**src/rtl/import_config_sequencer.sv**
```systemverilog
// Bring-up sequencer: writes a := VAL_Z, b := VAL_Z, c := VAL_Y over a valid/ready
// register write bus, with a per-write stall timeout that parks the sequence in ERR.
module import_config_sequencer #(
    parameter int unsigned WIDTH   = 10,
    parameter int unsigned VAL_Z   = 0,
    parameter int unsigned VAL_Y   = 0,
    parameter int unsigned TIMEOUT = 15
) (
    input  logic             i_clk,
    input  logic             i_rst,
    input  logic             i_start,
    output logic             o_busy,
    output logic             o_done,
    output logic             o_err,
    output logic             o_wr_valid,
    output logic [1:0]       o_wr_addr,
    output logic [WIDTH-1:0] o_wr_data,
    input  logic             i_wr_ready,
    output logic [WIDTH-1:0] o_a,
    output logic [WIDTH-1:0] o_b,
    output logic [WIDTH-1:0] o_c
);

    localparam int unsigned      CNT_W    = 8;
    localparam logic [CNT_W-1:0] CNT_LAST = CNT_W'(TIMEOUT - 1);
    localparam logic [WIDTH-1:0] DATA_Z   = WIDTH'(VAL_Z);
    localparam logic [WIDTH-1:0] DATA_Y   = WIDTH'(VAL_Y);

    typedef enum logic [2:0] {
        IDLE = 3'd0,
        WR_A = 3'd1,
        WR_B = 3'd2,
        WR_C = 3'd3,
        DONE = 3'd4,
        ERR  = 3'd5
    } state_t;

    state_t           state;
    logic [CNT_W-1:0] cnt;

    // State, stall counter and all outputs move together so every output is a registered decode.
    always_ff @(posedge i_clk) begin
        if (i_rst) begin
            state      <= IDLE;
            cnt        <= '0;
            o_busy     <= 1'b0;
            o_done     <= 1'b0;
            o_err      <= 1'b0;
            o_wr_valid <= 1'b0;
            o_wr_addr  <= 2'd0;
            o_wr_data  <= '0;
            o_a        <= '0;
            o_b        <= '0;
            o_c        <= '0;
        end else begin
            o_done <= 1'b0;
            case (state)
                IDLE, DONE, ERR: begin
                    if (i_start) begin
                        state      <= WR_A;
                        cnt        <= '0;
                        o_err      <= 1'b0;
                        o_busy     <= 1'b1;
                        o_wr_valid <= 1'b1;
                        o_wr_addr  <= 2'd0;
                        o_wr_data  <= DATA_Z;
                    end
                end
                WR_A, WR_B, WR_C: begin
                    if (i_wr_ready) begin
                        cnt <= '0;
                        case (state)
                            WR_A: begin
                                o_a       <= o_wr_data;
                                state     <= WR_B;
                                o_wr_addr <= 2'd1;
                                o_wr_data <= DATA_Z;
                            end
                            WR_B: begin
                                o_b       <= o_wr_data;
                                state     <= WR_C;
                                o_wr_addr <= 2'd2;
                                o_wr_data <= DATA_Y;
                            end
                            default: begin
                                o_c        <= o_wr_data;
                                state      <= DONE;
                                o_done     <= 1'b1;
                                o_busy     <= 1'b0;
                                o_wr_valid <= 1'b0;
                            end
                        endcase
                    end else if (cnt == CNT_LAST) begin
                        // Ready still low on the last allowed cycle: abandon the sequence.
                        state      <= ERR;
                        cnt        <= '0;
                        o_err      <= 1'b1;
                        o_busy     <= 1'b0;
                        o_wr_valid <= 1'b0;
                    end else begin
                        cnt <= cnt + CNT_W'(1);
                    end
                end
                default: state <= IDLE;
            endcase
        end
    end

endmodule

```
**config.mk**
```make
export PLATFORM = sky130hd
export DESIGN_NAME = import_config_sequencer
export DESIGN_NICKNAME = d
export VERILOG_FILES = /design/src/rtl/import_config_sequencer.sv
export SDC_FILE = /design/constraint.sdc
export NUM_CORES = 1
export LEC_CHECK = 0
export ABC_AREA = 1
export BUFFER_PORTS_ARGS = -buffer_cell sky130_fd_sc_hd__buf_4
export CELL_PAD_IN_SITES_DETAIL_PLACEMENT = 1
export CELL_PAD_IN_SITES_GLOBAL_PLACEMENT = 2
export CORE_MARGIN = 5
export CORE_UTILIZATION = 26
export CTS_CLUSTER_SIZE = 12
export DETAILED_ROUTE_END_ITERATION = 6
export MAX_ROUTING_LAYER = met4
export PLACE_DENSITY_LB_ADDON = 0.1
export SYNTH_ARGS = -nofsm -noshare
export SYNTH_HDL_FRONTEND = slang
export SYNTH_SLANG_ARGS = --single-unit
```
**constraint.sdc**
```tcl
create_clock -name i_clk -period 2.7 [get_ports i_clk]
set_input_delay 0.675 -clock i_clk [delete_from_list [all_inputs] [get_ports i_clk]]
set_output_delay 0.675 -clock i_clk [all_outputs]
set_load 0.02 [all_outputs]
```
Yosys cells after proc, flatten, opt, wreduce, memory -nomap -nowiden
Cells that the tools add are included.
{"block": "word_totals", "ff_bits": 56, "latch_bits": 0, "ram_bits": 0, "rom_bits": 0, "output_inout_bits": 46, "mem_count": 0}
{"block": "classes", "add_sub_neg": 1, "n_mul": 0, "div": 0, "order_cmp": 0, "eq_ne": 14, "shift": 0, "n_mux": 27, "bitwise": 3, "n_reduce_logical": 15}
{"op": "$mux W10", "n": 3}
{"op": "$mux W8", "n": 3}
{"op": "$pmux W10 S2", "n": 1}
{"op": "$pmux W8 S2", "n": 1}
{"op": "$reduce_and A4 Y1", "n": 4}
{"op": "$pmux W3 S2", "n": 2}
{"op": "$ne A2 B2 Y1 const B", "n": 5}
{"op": "$mux W3", "n": 3}
{"op": "$ne A3 B3 Y1 const B", "n": 3}
{"op": "$reduce_and A3 Y1", "n": 3}
{"op": "$reduce_or A3 Y1", "n": 3}
{"op": "$add A8 B1 Y8 const B", "n": 1}
{"op": "$eq A8 B4 Y1 const B", "n": 1}
{"op": "$mux W1", "n": 8}
{"op": "$pmux W2 S2", "n": 2}
{"op": "$eq A3 B2 Y1 const B", "n": 2}
{"op": "$eq A3 B3 Y1 const B", "n": 2}
{"op": "$mux W2", "n": 2}
{"op": "$pmux W1 S2", "n": 2}
{"op": "$reduce_and A2 Y1", "n": 2}
{"op": "$eq A3 B1 Y1 const B", "n": 1}
{"op": "$logic_not A3 Y1", "n": 1}
{"op": "$not A1 Y1", "n": 3}
{"op": "$reduce_bool A2 Y1", "n": 1}
{"op": "$reduce_or A2 Y1", "n": 1}

Longest topological paths before layout
Gate-level depths: netlist of the first run.
{"block": "logic_depth", "word_depth": 5, "mapped_depth": 11, "mapped_depth_nobuf": 11}

Worst setup path after synthesis of the first run
OpenSTA, ideal clock, no wires.
{"block": "synth_path", "path_type": "reg2out", "from": "reg o_wr_valid", "to": "out o_wr_valid", "arrival_time_ns": 0.616, "slack_ns": 1.409, "stages_incl_launch_ff": 2, "path_buffers": 1, "cell_sequence": "dfxtp_1 > buf_4"}
{"item": "from (decl)", "line": "15", "rtl": "output logic o_wr_valid,"}
{"item": "from (signal assigned)", "line": "49", "rtl": "o_wr_valid <= 1'b0;"}
{"item": "from (signal assigned)", "line": "64", "rtl": "o_wr_valid <= 1'b1;"}
{"item": "from (signal assigned)", "line": "90", "rtl": "o_wr_valid <= 1'b0;"}
No word-level cell between the ends.

==> impl_metrics.tcl, run 1 <==
set metrics [dict create \
    finalWorstSetupSlack_ps 1260 \
    cp_slowest_cell "dfxtp_1" \
    io-pin-count 50 \
    ant_nets 0 \
    syn_area_per_cell_um2 7.01 \
    path_buf_inv 1 \
    min_period_ps 1440 \
    critPathArrivalTime_ps 760 \
    drtPass1Iterations 4 \
    htreeDepth 1 \
    power.leakage_nw 0.603 \
    cpPeakStageDelay_ps 360 \
    synth-seq-cells 16 \
    multi_input_area_um2 589 \
    grt_pass1_wl_um 4310 \
    post_drt_wl_per_cell_um 11.2 \
    synth_area_mm2 0.00115 \
    final-seq-area_um2 320 \
    worstSetupStartpoint "o_wr_valid" \
    die_w_um 76.5 \
    final_util_pct 26.9 \
    finalSetupViolations 0 \
    status "finished clean" \
    maxCapViolCount 0 \
    p_int_mw 0.570 \
    crit_family "flip-flops" \
    antenna_found_initial 0 \
    worstSetupPathType "reg2out" \
    vias_per_cell 3.84 \
    synth_area_leader_cell "dfxtp_1" \
    hpwl_um 2160 \
    grt_max_degree 16 \
    report.final.slew_viol_count 0 \
    tns_ps 0 \
    first_global_vias 915 \
    grt-ovfl-total 0 \
    dieArea_mm2 0.00585 \
    crit_chain "buf_4" \
    grt_setup_unrepaired "false" \
    postCtsSetupBuffers 0 \
    switching_share_pct 45.4 \
    p_switching_mw 0.474 \
    finalHoldViolations 0 \
    peakVddDrop_v 0.000328 \
    final_net_count 181 \
    wl_met2_um 1380 \
    root_buffer "clkbuf_8" \
    clock_skew_ps 7.38 \
    cp.required_ps 2030 \
    r2r-start "cnt[0]" \
    routabilityCongestion 0.813 \
    dr.max_layer_used "met4" \
    clk_pin_slew_ps 70 \
    p_seq_share_pct 32.7 \
    hold_slack_ps 481 \
    wl_um 2530 \
    rows 24 \
    syn_inst 164 \
    drtIter0Drc 53 \
    start_util_pct 26.6 \
    final_common_cell "conb_1" \
    drc 0 \
    diodes 0 \
    pre_cts_ws_ps 1160 \
    ys_seq_area_share_pct 27.9 \
    path_max_fanout 3 \
    numCtsBuffers 3 \
    post_cts_resized 0 \
    wl_met1_um 1060 \
    port_buffers 9 \
    clock_sinks 16 \
    die_y_um 76.5 \
    final_cell_mix "conb_1, nand2_1, inv_1, dfxtp_1, nor2_1" \
    min_from "o_wr_valid" \
    hp-class "reg2reg" \
    cellPowerDensity_mw_per_mm2 896 \
    vias 867 \
    power_frac_clock_pct 20.5 \
    max_freq_mhz 697 \
    start_kind "register" \
    synth.top_cells.by_area "dfxtp_1, buf_4, nand2_1, inv_1, nor2_1" \
    ys_warn_count 0 \
    core_mm2 0.00432 \
    endpoint_kind "output pin" \
    fillCellCount 585 \
    layout-drive-gt1-share_pct 12.6 \
    synth_top_area_share_pct 27.9 \
    cts_tree "yes" \
    synthDistinctLibCells 20 \
    worst_skew_pair.late_latency_ps 250 \
    ctsHoldBuffers 0 \
    grt.total_usage_pct 8.98 \
    post-route-period-util_pct 53.2 \
    clockBufferDepth 2 \
    route.met3.wl_um 86 \
    area_growth_pct 1.31 \
    comb_power_share_pct 46.8 \
]
-- final cells by class --
cell class                 count  share of cell area [%]
multi-input combinational    127                    50.6
sequential                    16                    27.5
timing repair buffer           9                    5.80
inverter                      18                    5.80
tap                           52                    5.59
clock buffer                   4                    4.73
-- cells in the mapped netlist --
master / count
a21oi_1: 8
buf_4: 41
buf_6: 1
conb_1: 1
dfxtp_1: 16
ha_1: 2
inv_1: 16
inv_2: 2
nand2_1: 33
nand2_4: 2
nand3_1: 8
nand3_2: 2
nand4_1: 5
nor2_1: 15
nor2_2: 1
nor2_4: 1
nor4_1: 1
o21ai_0: 6
o21ai_2: 1
xor2_1: 2
-- logic make-up after synthesis --
kind of cell	share of synthesized area (%)
AND/OR/NAND/NOR	27.6
buffers and inverters	33.6
flip-flops	27.9
AO/OA/AOI/OAI	6.86
XOR/XNOR	1.52
adder cells (fa/ha/maj)	2.18
other	0.326
-- through the flow --
stage | power [mW] | cell area [um2] | cells
2_1_floorplan | 0.771 | 1300 | 203
3_3_place_gp | 0.839 | 1110 | 222
3_5_place_dp | 0.846 | 1110 | 222
4_1_cts | 1.07 | 1160 | 226
5_1_grt | 1.14 | 1160 | 226
6_report | 1.04 | 1160 | 226
-- power groups by stage --
stage	registers [mW]	clock network [mW]	logic, mW
floorplan	0.371	0	0.401
global placement	0.347	0	0.492
detailed placement	0.350	0	0.496
CTS	0.344	0.225	0.498
global route	0.352	0.236	0.557
finish	0.342	0.214	0.488
-- flip-flops by register name, indices dropped and copies added, names as in the netlist --
register / count
state: 3
o_err: 1
cnt: 8
o_wr_valid: 1
o_wr_addr: 2
o_done: 1
-- routing by layer --
| metal | up-vias | track usage, % |
|---|---|---|
| met1 | 399 | 9.77 |
| li1 | 451 | - |
| met2 | 15 | 16.1 |
| met4 | 0 | 2.62 |
| met5 | - | - |
| met3 | 2 | 2.13 |
-- worst paths after layout --
kind                                   end  slack [ps]  depth (start not counted)
worst max-delay path                o_busy        1260                          1
worst min-delay path            o_wr_valid         480                          2
worst max register to register      cnt[0]        1260                          9
worst min register to register  o_wr_valid         480                          2
No activity file was read; power rests on OpenSTA's default activity.
==> run 2, diff against run 1 <==
--- a/config.mk
+++ b/config.mk
@@ -10,7 +10,7 @@
 export CELL_PAD_IN_SITES_DETAIL_PLACEMENT = 1
 export CELL_PAD_IN_SITES_GLOBAL_PLACEMENT = 2
 export CORE_MARGIN = 5
-export CORE_UTILIZATION = 26
+export CORE_UTILIZATION = 22
 export CTS_CLUSTER_SIZE = 12
 export DETAILED_ROUTE_END_ITERATION = 6
 export MAX_ROUTING_LAYER = met4
==> constraint.sdc (replaced) <==
create_clock -name i_clk -period 1.2 [get_ports i_clk]
set_input_delay 0.3 -clock i_clk [delete_from_list [all_inputs] [get_ports i_clk]]
set_output_delay 0.3 -clock i_clk [all_outputs]
set_load 0.02 [all_outputs]
==> run 2 against run 1 <==
Effect of this change: the flow now finishes with violations (setup timing); combinational power rose to 3.4 times the previous value; flip-flop and latch count unchanged; core utilization rose by 1.7 points; final area increased by 26%; count of clock-buffer cells in the layout unchanged; register-to-register slack lost 1300 ps; largest power group unchanged.
==> impl_metrics.tcl, run 2 (synthesized netlist as in run 1, its figures left out) <==
set metrics [dict create \
    numCtsBuffers 3 \
    min_period_ps 1260 \
    grt_max_degree 16 \
    first_global_vias 1021 \
    drtIter0Drc 37 \
    rows 26 \
    grt.total_usage_pct 9.77 \
    multi_input_area_um2 692 \
    clk_pin_slew_ps 70 \
    violations "setup timing" \
    grt_setup_unrepaired "true" \
    power.total_mw 2.97 \
    post_drt_wl_per_cell_um 11.3 \
    io-pin-count 50 \
    final_util_pct 28.7 \
    final_net_count 202 \
    die_w_um 82.3 \
    finalSetupViolations 9 \
    area_growth_pct 27.3 \
    ant_nets 0 \
    final_cell_mix "conb_1, buf_4, nand2_1" \
    endpoint_kind "register" \
    drc 0 \
    wl_met2_um 1710 \
    grt_pass1_wl_um 4950 \
    top_regs "cnt: 8 flops, state: 3 flops, o_wr_addr: 2 flops" \
    finalWorstSetupSlack_ps -59.4 \
    dieArea_mm2 0.00677 \
    start_kind "register" \
    power.leakage_nw 0.715 \
    fillCellCount 650 \
    vias_per_cell 3.71 \
    final-seq-area_um2 333 \
    peakVddDrop_v 0.000719 \
    start_util_pct 22.5 \
    vias 982 \
    hp-class "in2reg" \
    top_register "cnt" \
    worstSetupPathType "reg2reg" \
    post-route-period-util_pct 105 \
    largest_reg_flops 8 \
    maxCapViolCount 0 \
    die_y_um 82.3 \
    dr.max_layer_used "met4" \
    core_mm2 0.00511 \
    htreeDepth 1 \
    grt-ovfl-total 0 \
    clockBufferDepth 2 \
    critPathArrivalTime_ps 1450 \
    worst_skew_pair.late_latency_ps 250 \
    finalHoldViolations 0 \
    wl_met1_um 1170 \
    final_common_cell "conb_1" \
    max_freq_mhz 794 \
    clock_skew_ps 1.66 \
    diodes 0 \
    clock_sinks 16 \
    path_max_fanout 4 \
    route.met3.wl_um 100 \
    cts_tree "yes" \
    report.final.slew_viol_count 0 \
    routabilityCongestion 0.777 \
    antenna_found_initial 0 \
    layout-drive-gt1-share_pct 35.4 \
    cellPowerDensity_mw_per_mm2 2030 \
    wl_um 2990 \
    hpwl_um 2410 \
    root_buffer "clkbuf_8" \
    drtPass1Iterations 3 \
    status "complete, but fails checks" \
    cp.required_ps 1390 \
    port_buffers 9 \
]
==> run 2: changes by cell type in the layout (fill, tap and decap cells not counted), sizes merged <==
cell,previous run,this run
buf,9,30
==> run 2: per-layer routing <==
layer,up-vias,GRT usage [%]
met1,469,10.7
met4,0,2.49
met3,2,1.95
met2,14,17.9
met5,-,-
li1,497,-
==> run 2: layout make-up <==
cell class	instances	share of cell area [%]
timing repair buffer	30	15.6
inverter	18	4.62
tap	70	5.98
clock buffer	4	3.76
sequential	16	22.7
multi-input combinational	127	47.3
==> run 2: critical path: stages, from the launching register on <==
cell	delay (ps)
dfxtp_2	340
inv_2	50
ha_4	150
nand2_2	50
nor2_1	40
nand2_1	120
nand3_4	120
buf_6	130
nand3_2	50
nand2_1	50
a21oi_1	110
==> run 2: path summary, 6_finish.rpt <==
check                           startpoint    endpoint  slack [ps]  cells past startpoint
worst min-delay path                 i_rst    state[0]         250                      2
worst max register to register      cnt[0]  o_wr_valid         -60                     10
worst min register to register       o_err       o_err         470                      2
worst max-delay path                cnt[0]  o_wr_valid         -60                     10
==> run 2: what timing repair did <==
| item | CTS | global route |
|---|---|---|
| endpoints found under the setup margin | 16 | 16 |
| pin swaps | 7 | 8 |
| hold buffers | 0 | 0 |
| gates resized for setup | 19 | 20 |
| setup buffers | 2 | 1 |
| endpoints found under the hold margin | 0 | 0 |
==> run 2: power breakdown <==
| group | internal, mW | total, mW | switching [mW] |
|---|---|---|---|
| clock network | 0.292 | 0.510 | 0.219 |
| registers | 0.677 | 0.799 | 0.122 |
| logic | 0.671 | 1.66 | 0.988 |
| total | 1.64 | 2.97 | 1.33 |
==> run 2: per-stage QoR <==
stage | hold WS [ps] | instance area (um2) | TNS [ps] | cells | setup slack, ps
global route | 249 | 1460 | -1370 | 265 | -134
detailed placement | 461 | 1270 | -1550 | 258 | -197
CTS | 252 | 1390 | -714 | 264 | -97.7
finish | 249 | 1460 | -202 | 265 | -59.4
global placement | 460 | 1270 | -1010 | 258 | -132
floorplan | 369 | 1300 | -5.00 | 203 | -5.00
==> run 3, diff against run 2 <==
--- a/config.mk
+++ b/config.mk
@@ -10,7 +10,7 @@
 export CELL_PAD_IN_SITES_DETAIL_PLACEMENT = 1
 export CELL_PAD_IN_SITES_GLOBAL_PLACEMENT = 2
 export CORE_MARGIN = 5
-export CORE_UTILIZATION = 22
+export CORE_UTILIZATION = 24
 export CTS_CLUSTER_SIZE = 12
 export DETAILED_ROUTE_END_ITERATION = 6
 export MAX_ROUTING_LAYER = met4
==> constraint.sdc (replaced) <==
create_clock -name i_clk -period 1.3 [get_ports i_clk]
set_input_delay 0.325 -clock i_clk [delete_from_list [all_inputs] [get_ports i_clk]]
set_output_delay 0.325 -clock i_clk [all_outputs]
set_load 0.02 [all_outputs]
==> run 3 against run 2 <==
Effect of this change: global-route usage down 0.53 points; total power down 11%; clock skew fell by 0.52 ps; first-iteration DRC count is 24% lower; largest cell class unchanged; critical endpoint is now state[0]; sequential share of layout area up 1.3 points; the flow now finishes without violations; non-clock buffer count down 6.
==> impl_metrics.tcl, run 3 (synthesized netlist as in run 1, its figures left out) <==
set metrics [dict create \
    whs_endpoint "state[0]" \
    core_mm2 0.00469 \
    routabilityCongestion 0.812 \
    crit_top_cell "nand2_2" \
    multi_input_area_um2 672 \
    power.total_mw 2.65 \
    cp_slowest_cell "dfxtp_2" \
    cts_tree "yes" \
    r2r-start "cnt[0]" \
    start_util_pct 24.5 \
    grt.total_usage_pct 9.24 \
    vias_per_cell 3.90 \
    p_switching_mw 1.15 \
    max_freq_mhz 821 \
    numCtsBuffers 3 \
    reg2regPathDepth 9 \
    power.leakage_nw 0.690 \
    ctsHoldBuffers 0 \
    worst_skew_pair.late_latency_ps 250 \
    wl_um 2720 \
    drtPass1Iterations 3 \
    clock_sinks 16 \
    reg2reg_slack_ps 80 \
    drc 0 \
    die_y_um 79.2 \
    pre_cts_ws_ps -42.9 \
    finalWorstSetupSlack_ps 82.0 \
    worstSetupPathType "reg2reg" \
    largest_reg_flops 8 \
    first_global_vias 972 \
    hold_slack_ps 283 \
    clk_pin_slew_ps 70 \
    clockBufferDepth 2 \
    switching_share_pct 43.2 \
    final_cell_count_no_fill 243 \
    min_from "i_rst" \
    top_regs "cnt: 8 flops, state: 3 flops, o_wr_addr: 2 flops" \
    comb_power_share_pct 55.1 \
    htreeDepth 1 \
    top_register "cnt" \
    cellPowerDensity_mw_per_mm2 1900 \
    diodes 0 \
    cpPeakStageDelay_ps 320 \
    post-route-period-util_pct 93.7 \
    finalHoldViolations 0 \
    area_growth_pct 21.2 \
    vias 948 \
    critPathArrivalTime_ps 1400 \
    p_seq_share_pct 28.0 \
    final-seq-area_um2 335 \
    grt_setup_unrepaired "true" \
    min_period_ps 1220 \
    peakVddDrop_v 0.000844 \
    final_cell_mix "conb_1, nand2_1, buf_4" \
    dp_cells 237 \
    final_common_cell "conb_1" \
    clock_skew_ps 1.14 \
    io-pin-count 50 \
    hold_depth 2 \
    crit_chain "inv_2 > ha_4 > nand2_2 > nor2_2 > nand2_2 > nand3_4 > buf_6 > nand3_1 > a21oi_1" \
    grt_pass1_wl_um 4400 \
    reg2reg_to "state[0]" \
    grt-ovfl-total 0 \
    start_kind "register" \
    endpoint_kind "register" \
    grt_max_degree 16 \
    design_area_mm2 0.00139 \
    report.final.slew_viol_count 0 \
    root_buffer "clkbuf_8" \
    hp-class "in2reg" \
    cp.required_ps 1480 \
    path_max_fanout 4 \
    tns_ps 0 \
    antenna_found_initial 0 \
    final_util_pct 29.7 \
    hpwl_um 2240 \
    placed_area_mm2 0.00121 \
    die_w_um 79.2 \
    post_drt_wl_per_cell_um 11.2 \
    layout-drive-gt1-share_pct 31.2 \
    status "finished clean" \
    maxCapViolCount 0 \
    power_frac_clock_pct 17.0 \
    rows 25 \
    final_net_count 196 \
    ant_nets 0 \
    finalSetupViolations 0 \
    dieArea_mm2 0.00628 \
    fillCellCount 616 \
    p_int_mw 1.51 \
    drtIter0Drc 28 \
    port_buffers 9 \
]
## run 3: how the worst max path moves through the flow
stage                   from           end  slack, ps  cells past startpoint
detailed placement  state[0]  o_wr_addr[0]        -40                      8
CTS                   cnt[0]      state[0]         -5                      9
finish                cnt[0]      state[0]         80                      9
global placement    state[2]      state[2]        -30                      9
floorplan             cnt[0]      state[2]         80                     10
global route        state[0]  o_wr_addr[0]        -30                      7
## run 3: power groups by stage
stage                     Sequential [mW]  Clock, mW  Combinational (mW)
after global placement              0.702          0                1.20
after detailed placement            0.707          0                1.19
after global routing                0.766      0.493                1.61
final                               0.742      0.450                1.46
after floorplan                     0.770          0               0.832
after CTS                           0.711      0.477                1.36
## run 3: worst max-delay path, delay by kind of cell, from the launching register on
family          cells  cell delay, ps
simple gates        5             390
buf+inv             2             170
flops               1             320
compound gates      1             130
fa+ha+maj           1             120
## run 3: cell type report
class,count,area share (%)
clock buffers,4,3.95
well taps,54,4.85
multi-input cells,127,48.2
flip-flops and latches,16,24.1
repair buffers,24,14.1
inverters,18,4.85
## run 3: repair_timing
item,CTS,global route
setup endpoints to repair,10,15
pin swaps,1,10
setup buffers,2,0
endpoints found under the hold margin,0,0
gates resized for setup,8,28
## run 3: per-layer routing
metal | global-route usage (%) | up-vias | wire, um
li1 | - | 483 | -
met1 | 9.59 | 444 | 1080
met2 | 16.9 | 17 | 1520
met3 | 1.70 | 4 | 81
met4 | 4.12 | 0 | 38
met5 | - | - | 0
